## config.mk

```make
export PLATFORM = sky130hd
export DESIGN_NAME = shift_reg_universal
export DESIGN_NICKNAME = d
export VERILOG_FILES = /design/src/rtl/shift_reg_universal.sv
export SDC_FILE = /design/constraint.sdc
export NUM_CORES = 1
export LEC_CHECK = 0
export ABC_AREA = 1
export CAP_MARGIN = 20
export CORE_UTILIZATION = 35
export CTS_BUF_LIST = sky130_fd_sc_hd__clkbuf_4
export DETAILED_ROUTE_END_ITERATION = 12
export GPL_TIMING_DRIVEN = 0
export PLACE_DENSITY = 0.7
export RECOVER_POWER = 100
export SLEW_MARGIN = 20
export SYNTH_ARGS = -nofsm -noshare
export SYNTH_HDL_FRONTEND = slang
export SYNTH_SLANG_ARGS = --single-unit
```

## constraint.sdc

```tcl
create_clock -name clk -period 1.35 [get_ports clk]
set_input_delay 0.3375 -clock clk [delete_from_list [all_inputs] [get_ports clk]]
set_output_delay 0.3375 -clock clk [all_outputs]
set_load 0.005 [all_outputs]
```

## src/rtl/shift_reg_universal.sv

```systemverilog
// shift_reg_universal: parametrised universal shift register with a valid/ready command port.
// Supports parallel load, multi-position logical/arithmetic shifts and rotates.
// Ports:
//   clk        rising-edge clock
//   rst_n      asynchronous active-low reset
//   clr        synchronous clear; aborts any operation in flight, no done pulse
//   cmd_valid  command request; accepted when cmd_ready is high
//   cmd_ready  high while idle
//   cmd_op     000 NOP, 001 LOAD, 010 SHL, 011 SHR, 100 ROL, 101 ROR, 110 ASR, 111 NOP
//   cmd_amt    shift/rotate positions, saturated to WIDTH
//   data_in    parallel load data
//   sin        serial fill bit, sampled on every shift edge
//   data_out   register contents
//   shift_out  last bit shifted or rotated out
//   busy       multi-cycle operation in progress
//   done       one-cycle completion pulse
module shift_reg_universal #(
    parameter int WIDTH = 8,
    localparam int AMT_W = $clog2(WIDTH + 1)
) (
    input  logic             clk,
    input  logic             rst_n,
    input  logic             clr,
    input  logic             cmd_valid,
    output logic             cmd_ready,
    input  logic [2:0]       cmd_op,
    input  logic [AMT_W-1:0] cmd_amt,
    input  logic [WIDTH-1:0] data_in,
    input  logic             sin,
    output logic [WIDTH-1:0] data_out,
    output logic             shift_out,
    output logic             busy,
    output logic             done
);
    typedef enum logic {S_IDLE, S_SHIFT} state_t;

    localparam logic [2:0] OP_LOAD = 3'b001;
    localparam logic [2:0] OP_SHL  = 3'b010;
    localparam logic [2:0] OP_SHR  = 3'b011;
    localparam logic [2:0] OP_ROL  = 3'b100;
    localparam logic [2:0] OP_ROR  = 3'b101;
    localparam logic [2:0] OP_ASR  = 3'b110;

    state_t           r_state, w_state_nxt;
    logic [2:0]       r_op, w_op_nxt;
    logic [AMT_W-1:0] r_rem, w_rem_nxt;
    logic [WIDTH-1:0] r_data, w_data_nxt, w_step;
    logic             r_so, w_so_nxt, w_step_so;
    logic             r_done, w_done_nxt;
    logic [AMT_W-1:0] w_amt;
    logic             w_is_shift;

    assign busy      = (r_state == S_SHIFT);
    assign cmd_ready = !busy;
    assign data_out  = r_data;
    assign shift_out = r_so;
    assign done      = r_done;

    assign w_amt      = (cmd_amt > AMT_W'(WIDTH)) ? AMT_W'(WIDTH) : cmd_amt;
    assign w_is_shift = (cmd_op >= OP_SHL) && (cmd_op != 3'b111);

    // One position of the latched operation
    always_comb begin
        w_step    = r_data;
        w_step_so = r_so;
        case (r_op)
            OP_SHL: begin w_step = {r_data[WIDTH-2:0], sin};              w_step_so = r_data[WIDTH-1]; end
            OP_SHR: begin w_step = {sin, r_data[WIDTH-1:1]};              w_step_so = r_data[0];       end
            OP_ROL: begin w_step = {r_data[WIDTH-2:0], r_data[WIDTH-1]};  w_step_so = r_data[WIDTH-1]; end
            OP_ROR: begin w_step = {r_data[0], r_data[WIDTH-1:1]};        w_step_so = r_data[0];       end
            OP_ASR: begin w_step = {r_data[WIDTH-1], r_data[WIDTH-1:1]};  w_step_so = r_data[0];       end
            default: ;
        endcase
    end

    always_comb begin
        w_state_nxt = r_state;
        w_op_nxt    = r_op;
        w_rem_nxt   = r_rem;
        w_data_nxt  = r_data;
        w_so_nxt    = r_so;
        w_done_nxt  = 1'b0;
        if (r_state == S_SHIFT) begin
            w_data_nxt = w_step;
            w_so_nxt   = w_step_so;
            w_rem_nxt  = r_rem - AMT_W'(1);
            if (r_rem == AMT_W'(1)) begin
                w_state_nxt = S_IDLE;
                w_done_nxt  = 1'b1;
            end
        end else if (cmd_valid) begin
            if (w_is_shift && w_amt != '0) begin
                w_state_nxt = S_SHIFT;
                w_op_nxt    = cmd_op;
                w_rem_nxt   = w_amt;
            end else begin
                // LOAD, NOP, reserved and zero-length shifts all finish immediately
                if (cmd_op == OP_LOAD) w_data_nxt = data_in;
                w_done_nxt = 1'b1;
            end
        end
    end

    always_ff @(posedge clk or negedge rst_n) begin
        if (!rst_n) begin
            r_state <= S_IDLE;
            r_op    <= '0;
            r_rem   <= '0;
            r_data  <= '0;
            r_so    <= 1'b0;
            r_done  <= 1'b0;
        end else if (clr) begin
            r_state <= S_IDLE;
            r_op    <= '0;
            r_rem   <= '0;
            r_data  <= '0;
            r_so    <= 1'b0;
            r_done  <= 1'b0;
        end else begin
            r_state <= w_state_nxt;
            r_op    <= w_op_nxt;
            r_rem   <= w_rem_nxt;
            r_data  <= w_data_nxt;
            r_so    <= w_so_nxt;
            r_done  <= w_done_nxt;
        end
    end
endmodule

```

=== Yosys cells after proc, flatten, opt, wreduce, memory -nomap -nowiden ===
Cells that the tools add are included.

* Mux-type cells: 28
* $add $sub $neg: 1
* Reductions and logical operators: 18
* Order comparisons: 2
* Equality and inequality tests: 13

{| class="wikitable"
|+ Operators by type and width
! cell !! number
|-
| two-way mux 8 bit || 5
|-
| one-hot mux 8 bit (5 select lines) || 1
|-
| two-way mux 4 bit || 5
|-
| two-way mux 1 bit || 12
|-
| two-way mux 3 bit || 4
|-
| nonzero test 3 bit || 4
|-
| equality test 3 bit (second input constant) || 3
|-
| inequality test 3 bit (second input constant) || 3
|-
| inequality test 7 x 2 -> 1 bit (second input constant) || 1
|-
| equality test 3 x 2 -> 1 bit (second input constant) || 2
|-
| inequality test 6 x 2 -> 1 bit (second input constant) || 1
|-
| nonzero test 2 bit || 3
|-
| AND reduction 5 bit || 1
|-
| equality test 4 x 1 -> 1 bit (second input constant) || 1
|-
| > comparator 4 bit (second input constant) || 1
|-
| AND reduction 2 bit || 2
|-
| AND reduction 4 bit || 1
|-
| nonzero test 4 bit || 1
|-
| subtractor 4 x 1 -> 4 bit (second input constant) || 1
|-
| equality test 3 x 1 -> 1 bit (second input constant) || 1
|-
| >= comparator 3 x 2 -> 1 bit (second input constant) || 1
|-
| AND reduction 3 bit || 1
|-
| OR reduction 3 bit || 1
|-
| logical AND 1 bit || 2
|-
| 4 further kinds || 4
|}

* Output and inout port bits: 12
* Register bits: 18

=== Depth between registers and ports, before layout ===
* Depth in word-level cells: 8
* Depth in mapped cells: 9
* Mapped depth without buffers: 8

=== Worst setup path before layout ===
Ideal clock, no wire load.

* Kind: register to register
* Start: register r_op[1]
* End: register r_data[5] (netlist: data_out[5])
* Data arrival time: 1.149 ns
* Path slack: 0.128 ns
* Clock period less this slack: 1.222 ns
* Stages on the path, launching flop included: 10
* Cells stage by stage: dfrtp_1 buf_6 inv_4 nand3_2 nand3_4 buf_8 nand2_2 o21ai_2 nand2_1 a21oi_2

* Cells in the longest elaborated chain, start to end: 4
* Elaborated cells on any way between the ends: 10
* Classes of those cells: eq/ne (6); mux (3); reduce/logical (1)

{| class="wikitable"
|+ Ends and longest elaborated chain
! item !! line !! source
|-
| start, declared || 45 || <nowiki>logic [2:0] r_op, w_op_nxt;</nowiki>
|-
| start signal, assigned || 121 || <nowiki>r_op <= w_op_nxt;</nowiki>
|-
| equality test 3 bit or equality test 3 x 2 -> 1 bit (tied branches) || 66 || <nowiki>case (r_op)</nowiki>
|-
| one-hot mux 8 bit (5 select lines) || 66 ||
|-
| two-way mux 8 bit || 83 || <nowiki>if (r_state == S_SHIFT) begin</nowiki>
|-
| two-way mux 8 bit || 112 || <nowiki>end else if (clr) begin</nowiki>
|-
| end signal, assigned || 123 || <nowiki>r_data <= w_data_nxt;</nowiki>
|-
| end, declared || 47 || <nowiki>logic [WIDTH-1:0] r_data, w_data_nxt, w_step;</nowiki>
|}

Several ways; a longest one is shown, not always the timed one.
A chain may end at the register's enable or synchronous reset.

=== Worst setup path after layout ===
* Start: register r_state (netlist: busy)
* End: output busy

{| class="wikitable"
|+ RTL lines
! item !! line !! source
|-
| start, declared || 44 || <nowiki>state_t r_state, w_state_nxt;</nowiki>
|-
| start signal, assigned || 120 || <nowiki>r_state <= w_state_nxt;</nowiki>
|-
| end, declared || 32 || <nowiki>output logic busy,</nowiki>
|}

No word-level cell between the ends.

==> summary.log <==
[run_status] outcome finished with violations
[run_status] violations in the final reports setup timing
[sta] Setup TNS Final -0.0646 ns
[cts] CTS H-Tree Depth 1
[job] number of max-capacitance violations reported 0
[final_layout] area delta synth->final 43.9%
[global_routing] overflow left after global routing 0
[sta] number of failing hold endpoints at the final stage 0
[hold_path] class of the most critical hold timing path in -> reg
[floorplanning] I/O pin count 32
[power] leakage power summed over all cells 0.970 nW
[yosys] Post-Syn Instances 193
[sta] number of endpoints failing setup at the final stage 2
[floorplanning] number of standard-cell rows in the floorplan 22
[yosys] warning count from the yosys run 0
[critical_path] type of element capturing the critical path output pin
[placement] routability congestion estimate from global placement 0.818
[yosys] sequential-to-total area share from yosys stat 0.314
[global_routing] pin count of the biggest net entering global routing 19
[critical_path] largest incremental delay on the critical path 0.43 ns
[routing] number of iterations in the first detailed-routing pass 4
[yosys] simple-gate portion of the synthesized area 0.350
[final_layout] post-route non-filler standard cell count 296
[critical_path] Worst path top cell family by delay flip-flops
[yosys] combinational family with the most area after synthesis simple AND/OR/NAND/NOR gates
[sta] slew at the pin with the worst max-slew slack 0.836 ns
[yosys] Post-Synthesis Cell Area 1440 µm²
[global_routing] number of global-route vias before repair 1,290
[critical_path] Max Fanout on Critical Path 2
[placement] number of cells in the design after placement 272
[routing] Antenna Nets Post-Route 0
[placement] Worst Setup Slack post-DPL -0.558 ns
[yosys] post-synthesis area per instance 7.44 µm²
[placement] PortBufs 31
[sta] Max Clock Freq 717 MHz
[power] post-layout total power 1.71 mW
[yosys] compound-gate portion of the synthesized area 0.184
[floorplanning] placeable core region 3800 µm²
[cts] clock tree root buffer cell sky130_fd_sc_hd__clkbuf_4
[placement] post-DP HPWL 2350 µm
[sta] final critical-path share of the clock period 1.03
[power] Peak VDD IR 0.334 mV
[cts] clock slew seen by the registers of the worst setup and hold paths 0.10 ns
[critical_path] Worst EP arrival 1.06 ns
[floorplanning] initial core utilization 0.378
[sta] worst setup skew after layout 0.00769 ns
[yosys] multiplexer area fraction after synthesis 0
[routing] drt drc 0
[routing] vias post-DR 1,465
[sta] max_slew headroom 0.441
[yosys] adder and majority gate portion of the synthesized area 0.0174
[sta] tightest hold margin 0.456 ns
[yosys] area share of xor/xnor cells in the synthesized design 0.00610
[final_layout] filler cell count in the final layout 370
[global_routing] global-route wire length before repair 5950 µm
[routing] violation count after the first detailed-route iteration 49
[final_layout] number of nets in the final layout 272
[global_routing] global-route usage over all layers 0.180
[critical_path] required time of the critical path 1.01 ns
[critical_path] Most Frequent Cell on Critical Path sky130_fd_sc_hd__buf_6
[sta] setup ws final -0.0442 ns
[yosys] Yosys reg bits 18
[final_layout] share of layout cells above drive strength 1 0.335
[routing] number of vias per cell 4.95
[yosys] count of unique library cells instantiated by Yosys 26
[cts] clock buffers created by TritonCTS 3
[floorplanning] floorplan die width 66.0 µm
[cts] Longest Clk Path Bufs 2
[sta] max-slew violation total from the final report 0
[critical_path] cells traversed along the worst timing path buf_6, buf_6, buf_6
[critical_path] launching element type of the critical path flip-flop
[yosys] synthesized net count 215
[critical_path] crit path kind reg -> out
[routing] Routed WL 3640 µm
[global_routing] antenna violations before repair 0
[floorplanning] area of the die 4360 µm²
[critical_path] buffer and inverter count on the worst path 3
[critical_path] standard cell with the maximum stage delay on the critical path sky130_fd_sc_hd__dfrtp_2
[cts] clock tree from TritonCTS done
[routing] routed length per instance 12.3 µm
[sta] RSZ-0062 raised after global routing true
[final_layout] ant diodes 0
[floorplanning] die height 66.0 µm
[cts] TritonCTS sink count 18
[sta] final critical-path required period 1.39 ns
[power] power density over cell area 829 nW/µm²
[cts] Clock Latency Late Sink 0.30 ns
## cell usage after synthesis
library cell,instances,area (µm²)
sky130_fd_sc_hd__buf_8,1,15.0
sky130_fd_sc_hd__o21ai_0,9,45.0
sky130_fd_sc_hd__o21ai_4,1,16.3
sky130_fd_sc_hd__buf_6,4,45.0
sky130_fd_sc_hd__nor2_1,16,60.1
sky130_fd_sc_hd__a21oi_2,7,61.3
sky130_fd_sc_hd__xnor2_1,1,8.76
sky130_fd_sc_hd__nand2_2,3,18.8
sky130_fd_sc_hd__nand3_1,8,40.0
sky130_fd_sc_hd__nor2_2,8,50.1
sky130_fd_sc_hd__inv_4,3,18.8
sky130_fd_sc_hd__nand2_8,1,20.0
sky130_fd_sc_hd__inv_2,3,11.3
sky130_fd_sc_hd__nand2_4,1,11.3
sky130_fd_sc_hd__o211ai_1,1,7.51
sky130_fd_sc_hd__a21oi_1,15,75.1
sky130_fd_sc_hd__nand3_4,3,52.6
sky130_fd_sc_hd__nand2_1,44,165
sky130_fd_sc_hd__o22ai_1,1,6.26
sky130_fd_sc_hd__dfrtp_1,18,450
sky130_fd_sc_hd__ha_1,2,25.0
sky130_fd_sc_hd__o21ai_2,6,52.6
sky130_fd_sc_hd__inv_1,25,93.8
sky130_fd_sc_hd__and2_4,1,8.76
sky130_fd_sc_hd__nand3_2,2,20.0
sky130_fd_sc_hd__nand4_1,9,56.3
## registers in the layout, summed over array words and instances (netlist names)
register,cells
r_rem,4
done,1
shift_out,1
r_op,3
busy,1
data_out,8
## power by group
part / internal (mW) / total (mW) / switching (mW)
Clock: 0.104 / 0.279 / 0.175
Combinational: 0.383 / 0.774 / 0.391
Sequential: 0.612 / 0.658 / 0.0467
Total: 1.10 / 1.71 / 0.612
## through the flow
step	area (µm²)	utilization
2_1_floorplan	1440	-
3_3_place_gp	1810	0.475
3_5_place_dp	1810	0.475
4_1_cts	1990	0.523
5_1_grt	2060	0.543
6_report	2060	0.543
## worst register-to-register path, cell delays in order, from the launching register on
cell	delay, ns
sky130_fd_sc_hd__dfrtp_2	0.39
sky130_fd_sc_hd__buf_6	0.10
sky130_fd_sc_hd__inv_2	0.03
sky130_fd_sc_hd__buf_6	0.12
sky130_fd_sc_hd__nor2_4	0.13
sky130_fd_sc_hd__nand3_4	0.17
sky130_fd_sc_hd__nand2_8	0.16
sky130_fd_sc_hd__nor2_4	0.05
sky130_fd_sc_hd__a21oi_2	0.15
## per-layer routing
metal,vias to the layer above,global-route usage,part of all wire
met5,-,0,0
met4,0,0.0559,0.0069
met3,5,0.0190,0.025
met2,28,0.297,0.51
met1,689,0.245,0.46
li1,743,-,-
## cell usage in the layout, fill, tap and decap left out, drive strengths merged
cell / count
a21oi: 22
and2: 1
buf: 27
clkbuf: 3
clkdlybuf4s15: 2
clkdlybuf4s50: 15
clkinv: 1
dfrtp: 18
dlygate4sd2: 11
dlymetal6s2s: 1
ha: 2
inv: 30
nand2: 49
nand3: 13
nand4: 9
nor2: 24
o211ai: 1
o21ai: 17
o22ai: 1
xnor2: 1
## worst paths after layout
kind	endpoint	start	slack [ns]	cells after the start
setup / recovery	busy	busy$_DFF_PN0_	-0.04	3
hold / removal	r_op[1]$_DFFE_PN0P_	cmd_op[1]	0.46	3
setup reg to reg	data_out[1]$_DFFE_PN0P_	busy$_DFF_PN0_	-0.02	8
hold reg to reg	data_out[0]$_DFFE_PN0P_	data_out[0]$_DFFE_PN0P_	0.57	2
max in group asynchronous	busy$_DFF_PN0_	rst_n	0.27	1
min in group asynchronous	data_out[7]$_DFFE_PN0P_	rst_n	0.50	1
## cells by family (layout without fill, tap and decap cells)
kind of cell	count (synthesis)	in the layout
compound gates	40	41
xor+xnor	1	1
fa+ha+maj	2	2
buf+inv	36	90
flops	18	18
simple gates	96	96
## timing repair
item | CTS | global route
hold buffers | 0 | 0
buffers inserted | 15 | 5
pin swaps | 6 | 5
endpoints found under the setup margin | 27 | 19
gates resized for setup | 40 | 15
endpoints found under the hold margin | 0 | 0
gates cloned | 1 | 0
## layout make-up
cell class              instances  area, µm²  share of cell area
well taps                      48       60.1              0.0291
multi-input cells             140        858               0.416
plain buffers                   5       60.1              0.0291
clock buffers                   3       22.5              0.0109
inverters                      31        134              0.0648
repair buffers                 51        477               0.231
flip-flops and latches         18        453               0.219
Power figures use the tool's default switching activity.
